$ cat src/rtl/booth_seq_controller_pkg.sv
// Shared definitions for the sequential radix-2 Booth multiplier controller:
// state encoding, adder operation encodings and datapath widths.
package booth_seq_controller_pkg;

    localparam int WIDTH = 8;   // operand width, matches the adder/subtractor
    localparam int CNT_W = 4;   // iteration counter width, $clog2(WIDTH)+1

    typedef enum logic [1:0] {
        S_IDLE = 2'd0,
        S_CALC = 2'd1,
        S_DONE = 2'd2
    } state_t;

    localparam logic OP_ADD = 1'b0;
    localparam logic OP_SUB = 1'b1;

endpackage

$ cat src/rtl/booth_seq_controller.sv
// Sequential radix-2 Booth multiplier: control FSM plus the A/Q/Q_1/M
// register file. One add/sub/no-op through the external shared adder per
// CALC cycle, then an arithmetic right shift of {A,Q,Q_1}.
module booth_seq_controller
    import booth_seq_controller_pkg::*;
#(
    parameter int WIDTH = booth_seq_controller_pkg::WIDTH,
    parameter int CNT_W = booth_seq_controller_pkg::CNT_W
) (
    input  logic               clk,
    input  logic               rst_n,
    input  logic               start,
    input  logic [WIDTH-1:0]   multiplicand,
    input  logic [WIDTH-1:0]   multiplier,
    output logic               busy,
    output logic               done,
    output logic [2*WIDTH-1:0] product,
    output logic               as_cin,
    output logic [WIDTH-1:0]   as_i0,
    output logic [WIDTH-1:0]   as_i1,
    input  logic [WIDTH-1:0]   as_sum
);

    state_t             state, state_nxt;
    logic [WIDTH-1:0]   a_reg, q_reg, m_reg;
    logic               q_1;
    logic [CNT_W-1:0]   count;

    logic               op_active;
    logic [WIDTH-1:0]   a_new;
    logic               ovf;
    logic               shift_in;
    logic [WIDTH-1:0]   a_nxt, q_nxt;
    logic               last_iter;

    // State register
    always_ff @(posedge clk or negedge rst_n) begin
        if (!rst_n) state <= S_IDLE;
        else        state <= state_nxt;
    end

    // Next-state decode
    always_comb begin
        state_nxt = state;
        case (state)
            S_IDLE: if (start)     state_nxt = S_CALC;
            S_CALC: if (last_iter) state_nxt = S_DONE;
            S_DONE:                state_nxt = S_IDLE;
            default:               state_nxt = S_IDLE;
        endcase
    end

    // Booth step: decode {Q[0],Q_1}, pick the adder result or hold A, then
    // form the shifted values. The shift-in bit is the true sign of the
    // 9-bit add/sub result, which keeps M=-128 exact.
    always_comb begin
        last_iter = (state == S_CALC) && (count == CNT_W'(1));
        op_active = (state == S_CALC) && (q_reg[0] ^ q_1);
        as_cin    = (state == S_CALC && q_reg[0] && !q_1) ? OP_SUB : OP_ADD;
        a_new     = op_active ? as_sum : a_reg;
        ovf       = op_active && (a_reg[WIDTH-1] == (m_reg[WIDTH-1] ^ as_cin))
                              && (as_sum[WIDTH-1] != a_reg[WIDTH-1]);
        shift_in  = a_new[WIDTH-1] ^ ovf;
        a_nxt     = {shift_in, a_new[WIDTH-1:1]};
        q_nxt     = {a_new[0], q_reg[WIDTH-1:1]};
    end

    // Operand load on accepted start, iteration in CALC, product capture on
    // the final iteration so it is valid alongside done.
    always_ff @(posedge clk or negedge rst_n) begin
        if (!rst_n) begin
            a_reg   <= '0;
            q_reg   <= '0;
            q_1     <= 1'b0;
            m_reg   <= '0;
            count   <= '0;
            product <= '0;
        end else begin
            case (state)
                S_IDLE: if (start) begin
                    m_reg <= multiplicand;
                    q_reg <= multiplier;
                    a_reg <= '0;
                    q_1   <= 1'b0;
                    count <= CNT_W'(WIDTH);
                end
                S_CALC: begin
                    a_reg <= a_nxt;
                    q_reg <= q_nxt;
                    q_1   <= q_reg[0];
                    count <= count - CNT_W'(1);
                    if (last_iter) product <= {a_nxt, q_nxt};
                end
                default: ;
            endcase
        end
    end

    assign busy  = (state != S_IDLE);
    assign done  = (state == S_DONE);
    assign as_i0 = a_reg;
    assign as_i1 = m_reg;

endmodule

$ cat config.mk
export PLATFORM = sky130hd
export DESIGN_NAME = booth_seq_controller
export DESIGN_NICKNAME = d
export VERILOG_FILES = /design/src/rtl/booth_seq_controller_pkg.sv /design/src/rtl/booth_seq_controller.sv
export SDC_FILE = /design/constraint.sdc
export NUM_CORES = 1
export LEC_CHECK = 0
export BUFFER_PORTS_ARGS = -buffer_cell sky130_fd_sc_hd__buf_4
export CORE_MARGIN = 5
export CORE_UTILIZATION = 51
export CTS_CLUSTER_SIZE = 8
export DETAILED_ROUTE_END_ITERATION = 6
export PLACE_DENSITY = 0.79
export SLEW_MARGIN = 20
export SYNTH_ARGS = -nofsm -noshare
export SYNTH_HDL_FRONTEND = slang
export SYNTH_SLANG_ARGS = --single-unit
$ cat constraint.sdc
create_clock -name clk -period 1.65 [get_ports clk]
set_input_delay 0.0825 -clock clk [delete_from_list [all_inputs] [get_ports clk]]
set_output_delay 0.0825 -clock clk [all_outputs]
set_load 0.02 [all_outputs]
==> impl_metrics.py, run 1 <==
metrics = {
    "outcome": {
        "status": "completed",
    },
    "setup_path": {
        "crit_path_max_fanout": 9,
        "crit_path_end_kind": "primary output",
        "cp.required_ns": 1.57,
        "startpoint_type": "flip-flop",
        "startpoint": "state[1]$_DFFE_PN0P_",
        "reg2reg_slack_ns": 0.17,
        "rr_startpoint": "count[1]$_DFFE_PN0P_",
        "arrival_ns": 1.41,
        "path_class": "reg -> out",
    },
    "clock_network": {
        "cts.sinks": 47,
        "cts.path.max_buffers": 2,
        "post_cts_buffers": 0,
        "clock_latency_ns": 0.30,
        "cts-root-buf": "clkbuf_8",
        "cts_inserted_buffers": 5,
        "clk_pin_slew_ns": 0.09,
        "htree_num_levels": 2,
        "tritoncts": "built",
    },
    "logic_synthesis": {
        "syn_area_per_cell_um2": 9.78,
        "synth-simple-area-share_pct": 22.2,
        "synth-xor-area-share_pct": 0.770,
        "synth_top_family_by_area": "simple AND/OR/NAND/NOR gates",
        "synth_seq_cells": 47,
        "synthDistinctLibCells": 35,
        "yosys-top-cells-area": "dfrtp_1 56%, nand2_1 11%, o21ai_1 6.6%, mux2i_1 3.8%, a21oi_1 2.6%",
        "synth_nets": 245,
        "synthCells": 216,
        "synth_top_area_share_pct": 55.7,
        "synth-warning-count": 0,
        "yosys.area_share.adder_pct": 1.18,
        "synth_area_um2": 2110,
        "ys_seq_area_share_pct": 55.7,
        "synthMuxAreaShare_pct": 3.79,
        "synth_compound_area_share_pct": 12.7,
        "yosysTopAreaCell": "dfrtp_1",
    },
    "timing": {
        "clock_skew_ns": 0.00691,
        "setup_tns_ns": 0,
        "fmax_ghz": 0.669,
        "slew_violations": 0,
        "hold_viol": 0,
        "fin_crit_sh_pct": 90.5,
        "slew_headroom_pct": 61.8,
        "min_period_ns": 1.49,
        "setup_violations": 0,
        "max_slew.worst_pin.slew_ns": 0.573,
        "rsz0062_at_grt": "false",
    },
    "detailed_routing": {
        "vias_per_cell": 5.23,
        "drt_wl_total_mm": 5.05,
        "first_pass_iters": 4,
        "post-route-drc-count": 0,
        "avgRoutedWirePerCell_um": 14.9,
        "dr.first_iter.drc_count": 95,
        "drtAntennaViolNets": 0,
        "num_vias": 1779,
    },
    "placed_design": {
        "io_buffers": 61,
        "gp_congestion": 0.774,
        "dp.final_hpwl_mm": 3.49,
        "dpl.cell_count": 323,
    },
    "power": {
        "power.leakage_nw": 1.46,
        "irDropWorstVdd_uv": 1150,
        "finalPower_mw": 5.85,
        "power.density_nw_per_um2": 2060,
    },
    "floorplan": {
        "die_area_um2": 5530,
        "num_io_pins": 62,
        "die_h_um": 74.4,
        "die_w_um": 74.4,
        "row_count": 23,
        "design.core.area_um2": 4000,
        "start_util_pct": 52.8,
    },
    "global_routing": {
        "grt_start_max_net_pins": 48,
        "grt_overflow": 0,
        "grt.total_usage_pct": 20.1,
        "grt_pass1_vias": 1859,
        "antenna_found_initial": 0,
        "grt_pass1_wl_mm": 8.47,
    },
    "finish": {
        "final_cell_mix": "67 x buf_4, 60 x nand2_1, 47 x dfrtp_1",
        "diodes": 0,
        "final_common_cell": "buf_4",
        "largest_register": "product",
        "n_fill_cell": 321,
        "drive_gt1_share_pct": 28.6,
        "syn_to_final_growth_pct": 34.5,
        "final_nets": 318,
        "fin_cells": 340,
        "largest_reg_flops": 16,
    },
    "worst_hold_path": {
        "hp-start": "multiplier[3]",
        "hold_path.class": "in -> reg",
    },
    "flow_run": {
        "cap_violations": 0,
    },
}
[layer usage]
metal  wire (um)  track usage [%]  vias up
li1            -                -      876
met1        2170             25.2      842
met2        2480             33.8       53
met3         332             5.27        8
met4          74             6.52        0
met5           0                0        -
[timing repair]
action	CTS	global route
gates resized for setup	0	1
hold buffers	9	0
endpoints found under the setup margin	0	4
hold endpoints to repair	55	0
[metrics by stage]
stage               hold slack (ns)  setup WS (ns)  cell area, um2  util [%]
floorplan                    -0.213          0.352            2110         -
global placement              0.122          0.149            2620      65.4
detailed placement            0.122          0.143            2620      65.4
CTS                          0.0286          0.119            2840      71.0
global route                 0.0620         0.0685            2840      71.1
finish                       0.0388          0.156            2840      71.1
[path summary, 6_finish.rpt]
kind                                          end  cells past startpoint
max in group asynchronous    q_reg[4]$_DFFE_PN0P_                      2
setup / recovery                           as_cin                      4
hold / removal               q_reg[3]$_DFFE_PN0P_                      3
hold reg to reg              as_i1[2]$_DFFE_PN0P_                      2
setup reg to reg           product[7]$_DFFE_PN0P_                      7
min in group asynchronous    state[1]$_DFFE_PN0P_                      2
[worst max-delay path, cell delays in order, from the launching register on]
cell and delay (ns):
dfrtp_1 0.44, buf_4 0.19, nand2b_1 0.20, nor2_1 0.13
buf_4 0.15
[area by class of cell]
class	instances	area, um2	share of cell area, %
clock buffer	5	68.8	2.42
timing repair buffer	76	593	20.9
sequential	47	1180	41.4
multi-input combinational	155	860	30.2
tap	50	62.6	2.20
inverter	4	15.0	0.528
clock inverter	3	67.6	2.38
[power by group]
part,switching [mW],internal (mW),total (mW)
combinational,1.57,1.18,2.76
clock,0.384,0.604,0.988
sequential,0.423,1.68,2.11
total,2.38,3.47,5.85
[logic make-up after synthesis]
kind of cell,count (synthesis)
buf+inv,14
simple gates,95
flops,47
compound gates,49
xor+xnor,1
mux,8
fa+ha+maj,2
[Yosys cell counts]
master	instances
nor3b_1	1
and2b_1	3
inv_1	3
nor3b_2	1
dfrtp_1	47
a21oi_1	11
nor3_1	2
buf_4	1
nand3b_1	1
nand2_1	60
mux2i_1	8
nor4_1	1
and3b_1	4
clkbuf_1	4
nor2b_1	5
nand3_1	8
nor2_1	1
and2b_4	1
o22ai_1	1
o21ai_0	1
a31oi_1	1
a22oi_1	4
buf_6	1
o21ai_1	28
buf_2	3
ha_1	2
or2_1	1
nand2_4	2
inv_2	1
xor2_2	1
nand3_2	1
nand2b_1	3
a2bb2oi_1	2
o21bai_1	1
buf_8	1
Power figures use the tool's default switching activity.
==> inputs of run 2 (changes only) <==
--- a/constraint.sdc
+++ b/constraint.sdc
@@ -3,2 +3,2 @@
 set_output_delay 0.0825 -clock clk [all_outputs]
-set_load 0.02 [all_outputs]
+set_load 0.01 [all_outputs]
==> run 2 against run 1 <==
Flip-flop and latch count is the same. Largest power group unchanged. Critical endpoint is now as_i0[1]$_DFFE_PN0P_. Register-to-register slack lost 0.04 ns. Wire length shrank 0.77%. Core utilization shrank 0.13 points. Fmax shrank 1.7%. Die area is the same. Clock-buffer cell count grew 1. Sequential power is essentially flat. Via count grew 1.4%.
==> impl_metrics.py, run 2 (synthesis gave the netlist of run 1 again) <==
metrics = {
    "timing": {
        "slew_violations": 0,
        "max_slew.worst_pin.slew_ns": 0.583,
        "setup_tns_ns": 0,
        "rsz0062_at_grt": "false",
        "setup_violations": 0,
        "fmax_ghz": 0.658,
        "clock_skew_ns": 0.0103,
        "min_period_ns": 1.52,
        "slew_headroom_pct": 61.2,
        "fin_crit_sh_pct": 92.1,
        "hold_viol": 0,
    },
    "setup_path": {
        "crit_path_end_kind": "flip-flop",
        "startpoint_type": "flip-flop",
        "arrival_ns": 1.70,
        "path_class": "reg -> reg",
        "crit_chain": "and2b_1 > nand2_4 > mux2i_1 > o21ai_1",
        "cpPeakStageDelay_ns": 0.46,
        "cp.required_ns": 1.83,
        "slowest_stage": "dfrtp_1",
        "crit_path_max_fanout": 8,
    },
    "floorplan": {
        "die_h_um": 74.4,
        "die_area_um2": 5530,
        "design.core.area_um2": 4000,
        "row_count": 23,
        "start_util_pct": 52.8,
        "num_io_pins": 62,
        "die_w_um": 74.4,
    },
    "power": {
        "p_clk_share_pct": 17.6,
        "finalPower_mw": 5.51,
        "power.density_nw_per_um2": 1940,
        "irDropWorstVdd_uv": 1050,
        "power.leakage_nw": 1.46,
        "p_comb_share_pct": 44.1,
        "p_sw_mw": 2.06,
        "p_int_mw": 3.45,
        "p_seq_share_pct": 38.2,
        "p_sw_share_pct": 37.4,
    },
    "detailed_routing": {
        "avgRoutedWirePerCell_um": 14.7,
        "vias_per_cell": 5.31,
        "dr.first_iter.drc_count": 184,
        "post-route-drc-count": 0,
        "num_vias": 1804,
        "drtAntennaViolNets": 0,
        "drt_wl_total_mm": 5.01,
        "first_pass_iters": 4,
    },
    "finish": {
        "final_cell_mix": "67 x buf_4, 60 x nand2_1, 47 x dfrtp_1",
        "final_common_cell": "buf_4",
        "diodes": 0,
        "largest_register": "product",
        "final_nets": 318,
        "drive_gt1_share_pct": 27.9,
        "syn_to_final_growth_pct": 34.3,
        "largest_reg_flops": 16,
    },
    "placed_design": {
        "io_buffers": 61,
        "dp.final_hpwl_mm": 3.49,
        "gp_congestion": 0.777,
    },
    "global_routing": {
        "grt.total_usage_pct": 19.6,
        "grt_pass1_wl_mm": 8.22,
        "grt_start_max_net_pins": 48,
        "grt_pass1_vias": 1781,
        "antenna_found_initial": 0,
        "grt_overflow": 0,
    },
    "clock_network": {
        "cts.path.max_buffers": 2,
        "cts-root-buf": "clkbuf_8",
        "htree_num_levels": 2,
        "cts_inserted_buffers": 5,
        "cts.sinks": 47,
        "clock_latency_ns": 0.29,
        "tritoncts": "built",
        "post_cts_buffers": 0,
        "clk_pin_slew_ns": 0.08,
    },
    "outcome": {
        "status": "completed",
    },
    "worst_hold_path": {
        "hold_path.class": "in -> reg",
    },
    "flow_run": {
        "cap_violations": 0,
    },
}
[run 2: power groups by stage]
stage	registers, mW	clock network [mW]	logic [mW]
6_report	2.11	0.972	2.43
5_1_grt	2.18	1.05	2.71
4_1_cts	2.10	0.992	2.46
3_5_place_dp	2.12	0	2.44
3_3_place_gp	2.11	0	2.38
2_1_floorplan	2.22	0	1.31
[run 2: path summary, 6_finish.rpt]
path | slack, ns | cells after the start | start | end
hold / removal | 0.06 | 3 | multiplier[3] | q_reg[3]$_DFFE_PN0P_
setup reg to reg | 0.13 | 4 | state[1]$_DFFE_PN0P_ | as_i0[1]$_DFFE_PN0P_
min in group asynchronous | 0.32 | 2 | rst_n | as_i1[3]$_DFFE_PN0P_
max in group asynchronous | 0.93 | 2 | rst_n | product[13]$_DFFE_PN0P_
setup / recovery | 0.13 | 4 | state[1]$_DFFE_PN0P_ | as_i0[1]$_DFFE_PN0P_
hold reg to reg | 0.49 | 2 | as_i1[0]$_DFFE_PN0P_ | as_i1[0]$_DFFE_PN0P_
[run 2: cell type report]
class / instances / area [um2]
inverter: 4 / 15.0
fill: 300 / 1160
clock inverter: 2 / 60.1
multi-input combinational: 155 / 858
clock buffer: 6 / 72.6
timing repair buffer: 76 / 593
tap: 50 / 62.6
sequential: 47 / 1180
[run 2: stage by stage]
step | setup slack, ns | util, % | hold slack, ns | instances | area (um2)
after floorplan | 0.354 | - | -0.213 | 216 | 2110
after global placement | 0.120 | 65.4 | 0.120 | 323 | 2620
after detailed placement | 0.134 | 65.4 | 0.126 | 323 | 2620
after CTS | 0.129 | 70.9 | 0.0532 | 340 | 2840
after global routing | 0.0186 | 70.9 | 0.0527 | 340 | 2840
final | 0.131 | 70.9 | 0.0569 | 340 | 2840
[run 2: critical path, delay by kind of cell, from the launching register on]
family	cells	cell delay, ns
compound gates	1	0.09
flops	1	0.46
mux	1	0.27
simple gates	2	0.59
[run 2: timing repair]
item | in CTS | in global routing
gates resized for setup | 0 | 0
hold buffers | 9 | 0
hold endpoints to repair | 55 | 0
[run 2: layer usage]
metal  vias to the layer above  part of all wire (%)  global-route usage, %
li1                        873                     -                      -
met1                       876                    43                   25.4
met2                        53                    50                   31.9
met3                         2                   6.8                   5.81
met4                         0                  0.48                   5.53
met5                         -                     0                      0
==> inputs of run 3 (changes only) <==
CTS_BUF_LIST = sky130_fd_sc_hd__clkbuf_8 sky130_fd_sc_hd__clkbuf_16   (was default)
==> run 3 against run 2 <==
Highest routed layer unchanged. Critical endpoint unchanged. Critical path depth did not move. Clock-buffer cell count fell by 1. Worst hold slack barely moved. Sequential power barely moved. Worst setup slack got worse by 0.0011 ns. Combinational power barely moved.
==> impl_metrics.py, run 3 (synthesis gave the netlist of run 1 again) <==
metrics = {
    "setup_path": {
        "cp.required_ns": 1.83,
        "crit_path_max_fanout": 8,
        "startpoint_type": "flip-flop",
        "arrival_ns": 1.70,
        "path_class": "reg -> reg",
        "crit_path_end_kind": "flip-flop",
    },
    "detailed_routing": {
        "first_pass_iters": 4,
        "avgRoutedWirePerCell_um": 14.8,
        "post-route-drc-count": 0,
        "dr.first_iter.drc_count": 184,
        "num_vias": 1806,
        "drtAntennaViolNets": 0,
        "drt_wl_total_mm": 5.02,
        "vias_per_cell": 5.31,
    },
    "global_routing": {
        "grt_pass1_vias": 1781,
        "grt.total_usage_pct": 19.6,
        "antenna_found_initial": 0,
        "grt_start_max_net_pins": 48,
        "grt_overflow": 0,
        "grt_pass1_wl_mm": 8.22,
    },
    "clock_network": {
        "htree_num_levels": 2,
        "tritoncts": "built",
        "post_cts_resized": 0,
        "post_cts_buffers": 0,
        "clk_pin_slew_ns": 0.08,
        "hold_buffers": 9,
        "cts.sinks": 47,
        "clock_latency_ns": 0.29,
        "cts.path.max_buffers": 2,
        "cts-root-buf": "clkbuf_8",
        "cts_inserted_buffers": 5,
    },
    "floorplan": {
        "num_io_pins": 62,
        "start_util_pct": 52.8,
        "die_h_um": 74.4,
        "row_count": 23,
        "die_w_um": 74.4,
        "die_area_um2": 5530,
        "design.core.area_um2": 4000,
    },
    "finish": {
        "final_cell_mix": "67 x buf_4, 60 x nand2_1, 47 x dfrtp_1",
        "final_common_cell": "buf_4",
        "largest_reg_flops": 16,
        "drive_gt1_share_pct": 27.9,
        "n_fill_cell": 300,
        "syn_to_final_growth_pct": 34.3,
        "fin_cells": 340,
        "largest_register": "product",
        "final_nets": 318,
        "diodes": 0,
    },
    "timing": {
        "rsz0062_at_grt": "false",
        "hold_viol": 0,
        "max_slew.worst_pin.slew_ns": 0.582,
        "fmax_ghz": 0.658,
        "setup_tns_ns": 0,
        "clock_skew_ns": 0.0101,
        "fin_crit_sh_pct": 92.1,
        "slew_violations": 0,
        "whs_ns": 0.0571,
        "setup_violations": 0,
        "slew_headroom_pct": 61.2,
        "min_period_ns": 1.52,
        "fin_ws_ns": 0.130,
    },
    "placed_design": {
        "io_buffers": 61,
        "dp.final_hpwl_mm": 3.49,
        "dpl.cell_count": 323,
        "gp_congestion": 0.777,
        "pre_cts_ws_ns": 0.134,
    },
    "outcome": {
        "status": "completed",
    },
    "worst_hold_path": {
        "hold_path.class": "in -> reg",
    },
    "power": {
        "power.leakage_nw": 1.47,
        "power.density_nw_per_um2": 1940,
        "irDropWorstVdd_uv": 1050,
    },
    "flow_run": {
        "cap_violations": 0,
    },
}
==> run 3: cell count changes in the layout (fill, tap and decap cells not counted), sizes merged <==
cell,delta
clkbuf,-1
inv,+1
==> run 3: final timing paths <==
check                                     startpoint                      end  slack, ns  depth (start not counted)
min in group asynchronous                      rst_n     as_i1[3]$_DFFE_PN0P_       0.32                          2
worst max-delay path            state[1]$_DFFE_PN0P_     as_i0[1]$_DFFE_PN0P_       0.13                          4
max in group asynchronous                      rst_n  product[13]$_DFFE_PN0P_       0.93                          2
worst min-delay path                   multiplier[3]     q_reg[3]$_DFFE_PN0P_       0.06                          3
worst max register to register  state[1]$_DFFE_PN0P_     as_i0[1]$_DFFE_PN0P_       0.13                          4
worst min register to register  as_i1[0]$_DFFE_PN0P_     as_i1[0]$_DFFE_PN0P_       0.49                          2
==> run 3: worst max-delay path, stage by stage, from the launching register on <==
cell and delay [ns]:
dfrtp_1 0.46, and2b_1 0.41, nand2_4 0.18, mux2i_1 0.27
o21ai_1 0.09
==> run 3: final cells by class <==
type	count	area (um2)	share of cell area, %
clock inverter	3	63.8	2.25
tap	50	62.6	2.20
multi-input combinational	155	858	30.2
inverter	4	15.0	0.529
clock buffer	5	68.8	2.43
sequential	47	1180	41.4
timing repair buffer	76	593	20.9
==> run 3: metal layers <==
layer  part of all wire [%]  vias up  GRT usage [%]
met5                      0        -              0
li1                       -      873              -
met3                    6.8        2           5.81
met4                   0.48        0           5.53
met2                     50       53           31.9
met1                     43      878           25.4
==> run 3: power by group <==
part	total, mW	internal (mW)	switching, mW
combinational	2.43	1.16	1.27
clock	0.966	0.599	0.367
sequential	2.11	1.68	0.422
total	5.50	3.44	2.06
==> run 3: metrics by stage <==
| step | util [%] | cell area, um2 | total power [mW] |
|---|---|---|---|
| after floorplan | - | 2110 | 3.53 |
| after global placement | 65.4 | 2620 | 4.49 |
| after detailed placement | 65.4 | 2620 | 4.56 |
| after CTS | 70.9 | 2840 | 5.55 |
| after global routing | 70.9 | 2840 | 5.94 |
| final | 70.9 | 2840 | 5.50 |
